**src/rtl/inst_mem_burst_responder.sv**
```systemverilog
// Purpose: answers an instruction-cache line fill by reading one block from a
//          synchronous instruction BRAM (offset 0 first) and streaming it back.
// Latency: first word BRAM_LATENCY+1 cycles after the request edge; words are
//          GAP_CYCLES+1 cycles apart.
// Backpressure: none on the return side; the requester holds mem_enable for the
//               whole burst, and dropping it aborts the burst and flushes the pipe.
// Ports: clk/rst (async, active-high); mem_addr/mem_enable fill request;
//        mem_read/mem_read_valid/mem_last word stream; busy = not IDLE;
//        bram_en/bram_addr/bram_dout BRAM read port.
module inst_mem_burst_responder #(
  parameter int DATA_WIDTH         = 32,
  parameter int ADDR_WIDTH         = 16,
  parameter int BLOCK_OFFSET_WIDTH = 5,
  parameter int BRAM_LATENCY       = 1,
  parameter int GAP_CYCLES         = 0
) (
  input  logic                  clk,
  input  logic                  rst,
  input  logic [ADDR_WIDTH-1:0] mem_addr,
  input  logic                  mem_enable,
  output logic [DATA_WIDTH-1:0] mem_read,
  output logic                  mem_read_valid,
  output logic                  mem_last,
  output logic                  busy,
  output logic                  bram_en,
  output logic [ADDR_WIDTH-1:0] bram_addr,
  input  logic [DATA_WIDTH-1:0] bram_dout
);

  localparam int BLOCK_SIZE = 1 << BLOCK_OFFSET_WIDTH;
  localparam int CW         = BLOCK_OFFSET_WIDTH + 1;
  localparam int GW         = (GAP_CYCLES > 0) ? $clog2(GAP_CYCLES + 1) : 1;

  localparam logic [CW-1:0]         LAST_K   = CW'(BLOCK_SIZE - 1);
  localparam logic [GW-1:0]         GAP_INIT = GW'(GAP_CYCLES);
  localparam logic [ADDR_WIDTH-1:0] OFF_MASK = ADDR_WIDTH'(BLOCK_SIZE - 1);

  typedef enum logic [1:0] {IDLE, ISSUE, DRAIN} state_t;

  state_t                  state, next_state;
  logic [ADDR_WIDTH-1:0]   base;
  logic [CW-1:0]           issue_cnt;   // index of the next word to issue
  logic [GW-1:0]           gap_cnt;
  logic                    issue_last;  // travels with bram_en, marks offset BLOCK_SIZE-1
  logic [BRAM_LATENCY-1:0] pipe_vld;
  logic [BRAM_LATENCY-1:0] pipe_last;

  logic                  do_issue;
  logic                  abort;
  logic [CW-1:0]         issue_k;
  logic [ADDR_WIDTH-1:0] issue_base;

  assign mem_read_valid = pipe_vld[BRAM_LATENCY-1];
  assign mem_last       = pipe_last[BRAM_LATENCY-1];
  assign mem_read       = mem_read_valid ? bram_dout : '0;
  assign busy           = (state != IDLE);
  assign abort          = (state != IDLE) && !mem_enable;

  // Word 0 is issued on the accepting edge itself, so the block base comes
  // straight from mem_addr in IDLE and from the latched copy afterwards.
  always_comb begin
    next_state = state;
    do_issue   = 1'b0;
    issue_k    = issue_cnt;
    issue_base = base;
    case (state)
      IDLE: begin
        issue_base = mem_addr & ~OFF_MASK;
        issue_k    = '0;
        if (mem_enable) begin
          do_issue   = 1'b1;
          next_state = (BLOCK_SIZE == 1) ? DRAIN : ISSUE;
        end
      end
      ISSUE: begin
        if (!mem_enable) begin
          next_state = IDLE;
        end else if (gap_cnt == '0) begin
          do_issue = 1'b1;
          if (issue_cnt == LAST_K) next_state = DRAIN;
        end
      end
      DRAIN: begin
        if (!mem_enable || mem_last) next_state = IDLE;
      end
      default: next_state = IDLE;
    endcase
  end

  always_ff @(posedge clk or posedge rst) begin
    if (rst) begin
      state      <= IDLE;
      base       <= '0;
      issue_cnt  <= '0;
      gap_cnt    <= '0;
      issue_last <= 1'b0;
      bram_en    <= 1'b0;
      bram_addr  <= '0;
      pipe_vld   <= '0;
      pipe_last  <= '0;
    end else begin
      state      <= next_state;
      bram_en    <= do_issue;
      issue_last <= do_issue && (issue_k == LAST_K);

      if (do_issue) begin
        // base has zero offset bits and issue_k < BLOCK_SIZE, so no carry
        // ever reaches the block index bits.
        bram_addr <= issue_base + ADDR_WIDTH'(issue_k);
        issue_cnt <= issue_k + CW'(1);
        gap_cnt   <= GAP_INIT;
        if (state == IDLE) base <= issue_base;
      end else if (state == ISSUE && gap_cnt != '0) begin
        gap_cnt <= gap_cnt - GW'(1);
      end

      // Flags ride alongside the BRAM read so they surface with bram_dout.
      if (abort) begin
        pipe_vld  <= '0;
        pipe_last <= '0;
      end else begin
        pipe_vld[0]  <= bram_en;
        pipe_last[0] <= issue_last;
        for (int i = 1; i < BRAM_LATENCY; i++) begin
          pipe_vld[i]  <= pipe_vld[i-1];
          pipe_last[i] <= pipe_last[i-1];
        end
      end
    end
  end

endmodule

```
**config.mk**
```make
export PLATFORM = sky130hd
export DESIGN_NAME = inst_mem_burst_responder
export DESIGN_NICKNAME = d
export VERILOG_FILES = /design/src/rtl/inst_mem_burst_responder.sv
export SDC_FILE = /design/constraint.sdc
export NUM_CORES = 1
export LEC_CHECK = 0
export ABC_CLOCK_PERIOD_IN_PS = 3300
export CORE_AREA = 2 2 82 84
export DETAILED_ROUTE_END_ITERATION = 6
export DIE_AREA = 0 0 84 86
export PLACE_DENSITY = 0.79
export SETUP_SLACK_MARGIN = 0.02
export SYNTH_ARGS = -nofsm -noshare
export SYNTH_HDL_FRONTEND = slang
export SYNTH_SLANG_ARGS = --single-unit
```
**constraint.sdc**
```tcl
create_clock -name clk -period 3.3 [get_ports clk]
set_clock_uncertainty 0.05 [all_clocks]
set_input_delay 0.66 -clock clk [delete_from_list [all_inputs] [get_ports clk]]
set_output_delay 0.66 -clock clk [all_outputs]
set_load 0.05 [all_outputs]
```
; After elaboration in Yosys (flattened, before gate mapping)
; Index checks and enable logic that the tools add are counted.
[op_classes]
n_addsub = 3
n_eq_ne = 8
mux = 17
n_reduce_logical = 10
[ops]
columns = cell, n
row1 = $mux 32, 1
row2 = $add 16x6->16, 1
row3 = $mux 16, 1
row4 = $eq 6x5->1 const B, 2
row5 = $mux 2, 5
row6 = $mux 1, 7
row7 = $add 6x1->6 const B, 1
row8 = $mux 6, 1
row9 = $ne 3x3->1 const B, 2
row10 = $pmux 2 s3, 1
row11 = $ne 2x2->1 const B, 2
row12 = $reduce_and 4->1, 1
row13 = $reduce_bool 2->1, 2
row14 = $logic_and 1x1->1, 3
row15 = $eq 2x1->1 const B, 1
row16 = $eq 2x2->1 const B, 1
row17 = $logic_not 2->1, 1
row18 = $pmux 1 s2, 1
row19 = $reduce_and 2->1, 1
row20 = $logic_not 1->1, 1
row21 = $logic_or 1x1->1, 1
row22 = $sub 1x1->1 const B, 1
[word_totals]
ff_bits = 45
output_inout_bits = 52
wordCells = 47

; Depth between registers and ports, before layout
; Gate-level depths: netlist of the first run.
[depth]
word_depth = 5
depth_mapped = 11
depth_no_buf = 10

; Worst setup path after synthesis of the first run
; No wires, ideal clock.
[synth_timing]
kind = register to register
start = reg state[1]
end = reg bram_addr[13]
setup_time_ns = 0.126
t_arrival_ns = 2.922
t_required_ns = 3.124
setup_slack_ns = 0.202
stages_incl_launch_ff = 10
n_path_buf = 1
period_less_slack_ns = 3.098
cell_sequence = dfrtp_1 -> nor2_1 -> inv_2 -> clkbuf_1 -> and2_1 -> ha_1 -> nand2_1 -> o31ai_1 -> o211ai_1 -> a221o_1
[synth_between]
elab_chain_cells = 3
word_cells_on_any_way = 6
classes_between = add/sub (1) / eq/ne (1) / mux (3) / reduce/logical (1)
[synth_rtl]
columns = element, line_no
row1 = start: declaration, 40  ; state_t state, next_state;
row2 = start signal: assignment, 102  ; state <= next_state;
row3 = $logic_not 2->1, 66  ; case (state)
row4 = $mux 16 or $mux 6 (tied branches), 66
row5 = $add 16x6->16, 109  ; bram_addr <= issue_base + ADDR_WIDTH'(issue_k);
row6 = end signal: assignment, 109
row7 = end: declaration, 26  ; output logic [ADDR_WIDTH-1:0] bram_addr,
; Several ways; a longest one is shown, not always the timed one.
; A chain may end at the register's enable or synchronous reset.

; Worst setup path after layout of the first run
[layout_timing]
start = reg pipe_vld, in the netlist mem_read_valid
end = out mem_read[9]
[layout_between]
elab_chain_cells = 1
[layout_rtl]
columns = element, line_no
row1 = start: declaration, 45  ; logic [BRAM_LATENCY-1:0] pipe_vld;
row2 = start signal: indexed assignment, 125  ; pipe_vld[i] <= pipe_vld[i-1];
row3 = $mux 32, 55  ; assign mem_read = mem_read_valid ? bram_dout : '0;
row4 = end: declaration, 21  ; output logic [DATA_WIDTH-1:0] mem_read,
; No other way between the ends.

==> results of run 1 <==
## metrics by stage
stage / util (%) / total power, µW / hold WS, ns
floorplan: - / 958 / 0.384
global placement: 60.7 / 1130 / 0.397
detailed placement: 60.7 / 1150 / 0.399
CTS: 62.0 / 1480 / 0.423
global route: 62.0 / 1540 / 0.437
finish: 62.0 / 1470 / 0.420
## metal layers
layer  vias up  track usage [%]  share of wire [%]
li1       1235                -                  -
met1      1201             26.5                 43
met2       112             36.0                 49
met3         6             4.14                7.1
met4         0             4.99                1.0
met5         -                0                  0
## path summary, 6_finish.rpt
| check | to | slack (ns) | startpoint |
|---|---|---|---|
| setup / recovery | mem_read[9] | 0.46 | mem_read_valid$_DFF_PP0_ |
| hold / removal | mem_last$_DFF_PP0_ | 0.42 | issue_last$_DFF_PP0_ |
| setup reg to reg | bram_addr[8]$_DFFE_PP0P_ | 0.65 | state[1]$_DFFE_PP0P_ |
| hold reg to reg | mem_last$_DFF_PP0_ | 0.42 | issue_last$_DFF_PP0_ |
| max in group asynchronous | base[13]$_DFFE_PP0P_ | 2.07 | rst |
| min in group asynchronous | bram_addr[4]$_DFFE_PP0P_ | 0.74 | rst |
## cells in the final DEF (no fill, tap or decap), types with 5 or more instances in the layout
| cell | count |
|---|---|
| nand3b_1 | 5 |
| ha_1 | 5 |
| and3_1 | 5 |
| clkdlybuf4s50_1 | 95 |
| a21oi_1 | 9 |
| o21a_1 | 6 |
| xnor2_1 | 6 |
| o21ai_0 | 13 |
| nor2_1 | 10 |
| o211ai_1 | 12 |
| mux2_2 | 13 |
| and2_1 | 47 |
| buf_4 | 10 |
| dfrtp_1 | 45 |
| clkbuf_8 | 5 |
| nand2_1 | 46 |
## power by group
group / internal (µW) / total, µW / leakage (µW) / switching [µW]
clock: 147 / 336 / 0.0000450 / 189
sequential: 601 / 647 / 0.000571 / 45.7
combinational: 199 / 487 / 0.00104 / 287
total: 947 / 1470 / 0.00166 / 522
## registers in the layout, summed over array words and instances, names as in the netlist
name	cells
base	16
bram_addr	16
bram_en	1
gap_cnt	1
issue_cnt	6
issue_last	1
mem_last	1
mem_read_valid	1
state	2
## cell families after synthesis
group | count (synthesis)
buf+inv | 20
mux | 16
fa+ha+maj | 5
flops | 45
compound gates | 64
simple gates | 139
xor+xnor | 9
## final cells by class
class                      instances  area [µm²]
multi-input combinational        233        1550
fill                             539        2390
sequential                        45        1130
clock inverter                     2        10.0
timing repair buffer             105        1030
tap                               77        96.3
clock buffer                       6        72.6
inverter                           3        11.3
==> flow_metrics.env, run 1 <==
export IMPL_diodes=0
export IMPL_cellLeakagePower_uw=0.00166
export IMPL_final_net_count=449
export IMPL_grt_pass1_wl_um=12100
export IMPL_worstPathMaxFanout=33
export IMPL_power_density_nw_per_um2=378
export IMPL_arrival_ns=2.13
export IMPL_hold_viol_final=0
export IMPL_crit_cells=2
export IMPL_via_per_inst=5.42
export IMPL_r2r_cells=9
export IMPL_end_kind="output port"
export IMPL_worst_pin_slew_ns=0.710
export IMPL_synth_top_family_by_area="simple AND/OR/NAND/NOR gates"
export IMPL_rows=29
export IMPL_cts_sinks=45
export IMPL_gp_congestion=0.854
export IMPL_irDropWorstVdd_mv=0.259
export IMPL_core_um2=6280
export IMPL_yosysMostFrequentCell="and2_1"
export IMPL_route_detailed_drc=0
export IMPL_hpwl_um=5380
export IMPL_slowest_stage="clkdlybuf4s50_1"
export IMPL_whs_path_depth=1
export IMPL_dpl_cell_area_um2=3810
export IMPL_overflow=0
export IMPL_die_h_um=86
export IMPL_path_clk_slew_ns=0.08
export IMPL_antenna_found_initial=0
export IMPL_hold_buffers=0
export IMPL_synth_area_top_cells="dfrtp_1, and2_1, nand2_1"
export IMPL_yosysWarnings=0
export IMPL_yosys_top_cells_count="and2_1, nand2_1, dfrtp_1"
export IMPL_cts_buffer_depth=2
export IMPL_critPathRequiredTime_ns=2.59
export IMPL_worst_slack_ns=0.465
export IMPL_synthAdderAreaFrac_pct=2.26
export IMPL_synth_mux_area_fraction_pct=6.39
export IMPL_drtPass1Iterations=4
export IMPL_netlist_area_um2=2760
export IMPL_drive_above_1_share_pct=9.39
export IMPL_ios=103
export IMPL_design_area_um2=3890
export IMPL_grt_pass1_vias=2421
export IMPL_cts_buffers=5
export IMPL_dr_first_iter_drc_count=156
export IMPL_async_flop_share_pct=100
export IMPL_cts_resized=0
export IMPL_max_freq_mhz=353
export IMPL_syn_nets=354
export IMPL_place_ws_ns=0.378
export IMPL_period_needed_ns=2.84
export IMPL_synth_cell_types=54
export IMPL_floorplan_initialDensity_pct=44.0
export IMPL_max_slew_margin_pct=52.6
export IMPL_ys_ff_latch=45
export IMPL_cts_tree="done"
export IMPL_io_buffers=97
export IMPL_synth_top_area_share_pct=40.8
export IMPL_cts_root_buf="clkbuf_8"
export IMPL_cp_cell_sequence="and2_1 -> clkdlybuf4s50_1"
export IMPL_clk_latency_ns=0.30
export IMPL_setup_viol=0
export IMPL_cp_top_family="buffers and inverters"
export IMPL_synth_compound_area_share_pct=16.9
export IMPL_post_synth_top_area_cell="dfrtp_1"
export IMPL_post_cts_repair_setup_buffers=0
export IMPL_routedWlPerCell_um=15.3
export IMPL_synth_simple_gate_area_share_pct=27.6
export IMPL_tns_ns=0
export IMPL_slowest_delay_ns=0.82
export IMPL_dieArea_um2=7220
export IMPL_avgSynthCellArea_um2=9.27
export IMPL_cp_start_kind="flop"
export IMPL_yosysSeqAreaShare_pct=40.8
export IMPL_synth_edf_count=0
export IMPL_numPlacedInstances=463
export IMPL_path_buf_inv=1
export IMPL_drv_cap=0
export IMPL_postSynthCellCount=298
export IMPL_synth_top_flop_cell="dfrtp_1"
export IMPL_dieWidth_um=84
export IMPL_dr_total_vias=2554
export IMPL_wl_um=7180
export IMPL_rsz0062_at_grt="no"
export IMPL_fin_cells=471
export IMPL_hp_class="reg2reg"
export IMPL_ant_nets=0
export IMPL_period_share_pct=85.9
export IMPL_area_growth_pct=40.9
export IMPL_report_final_slew_viol_count=0
export IMPL_grt_max_degree=46
export IMPL_status="finished clean"
export IMPL_grtUsageTotal_pct=20.6
export IMPL_htreeDepth=2
export IMPL_critical_path_class="reg2out"
export IMPL_synth_xor_area_share_pct=2.85
(Power assumes the default switching activity.)
==> run 2, diff against run 1 <==
- SLEW_MARGIN: unset -> 20
==> results of run 2 <==
Same layout as run 1: the final DEF is identical, and so are final timing and power.
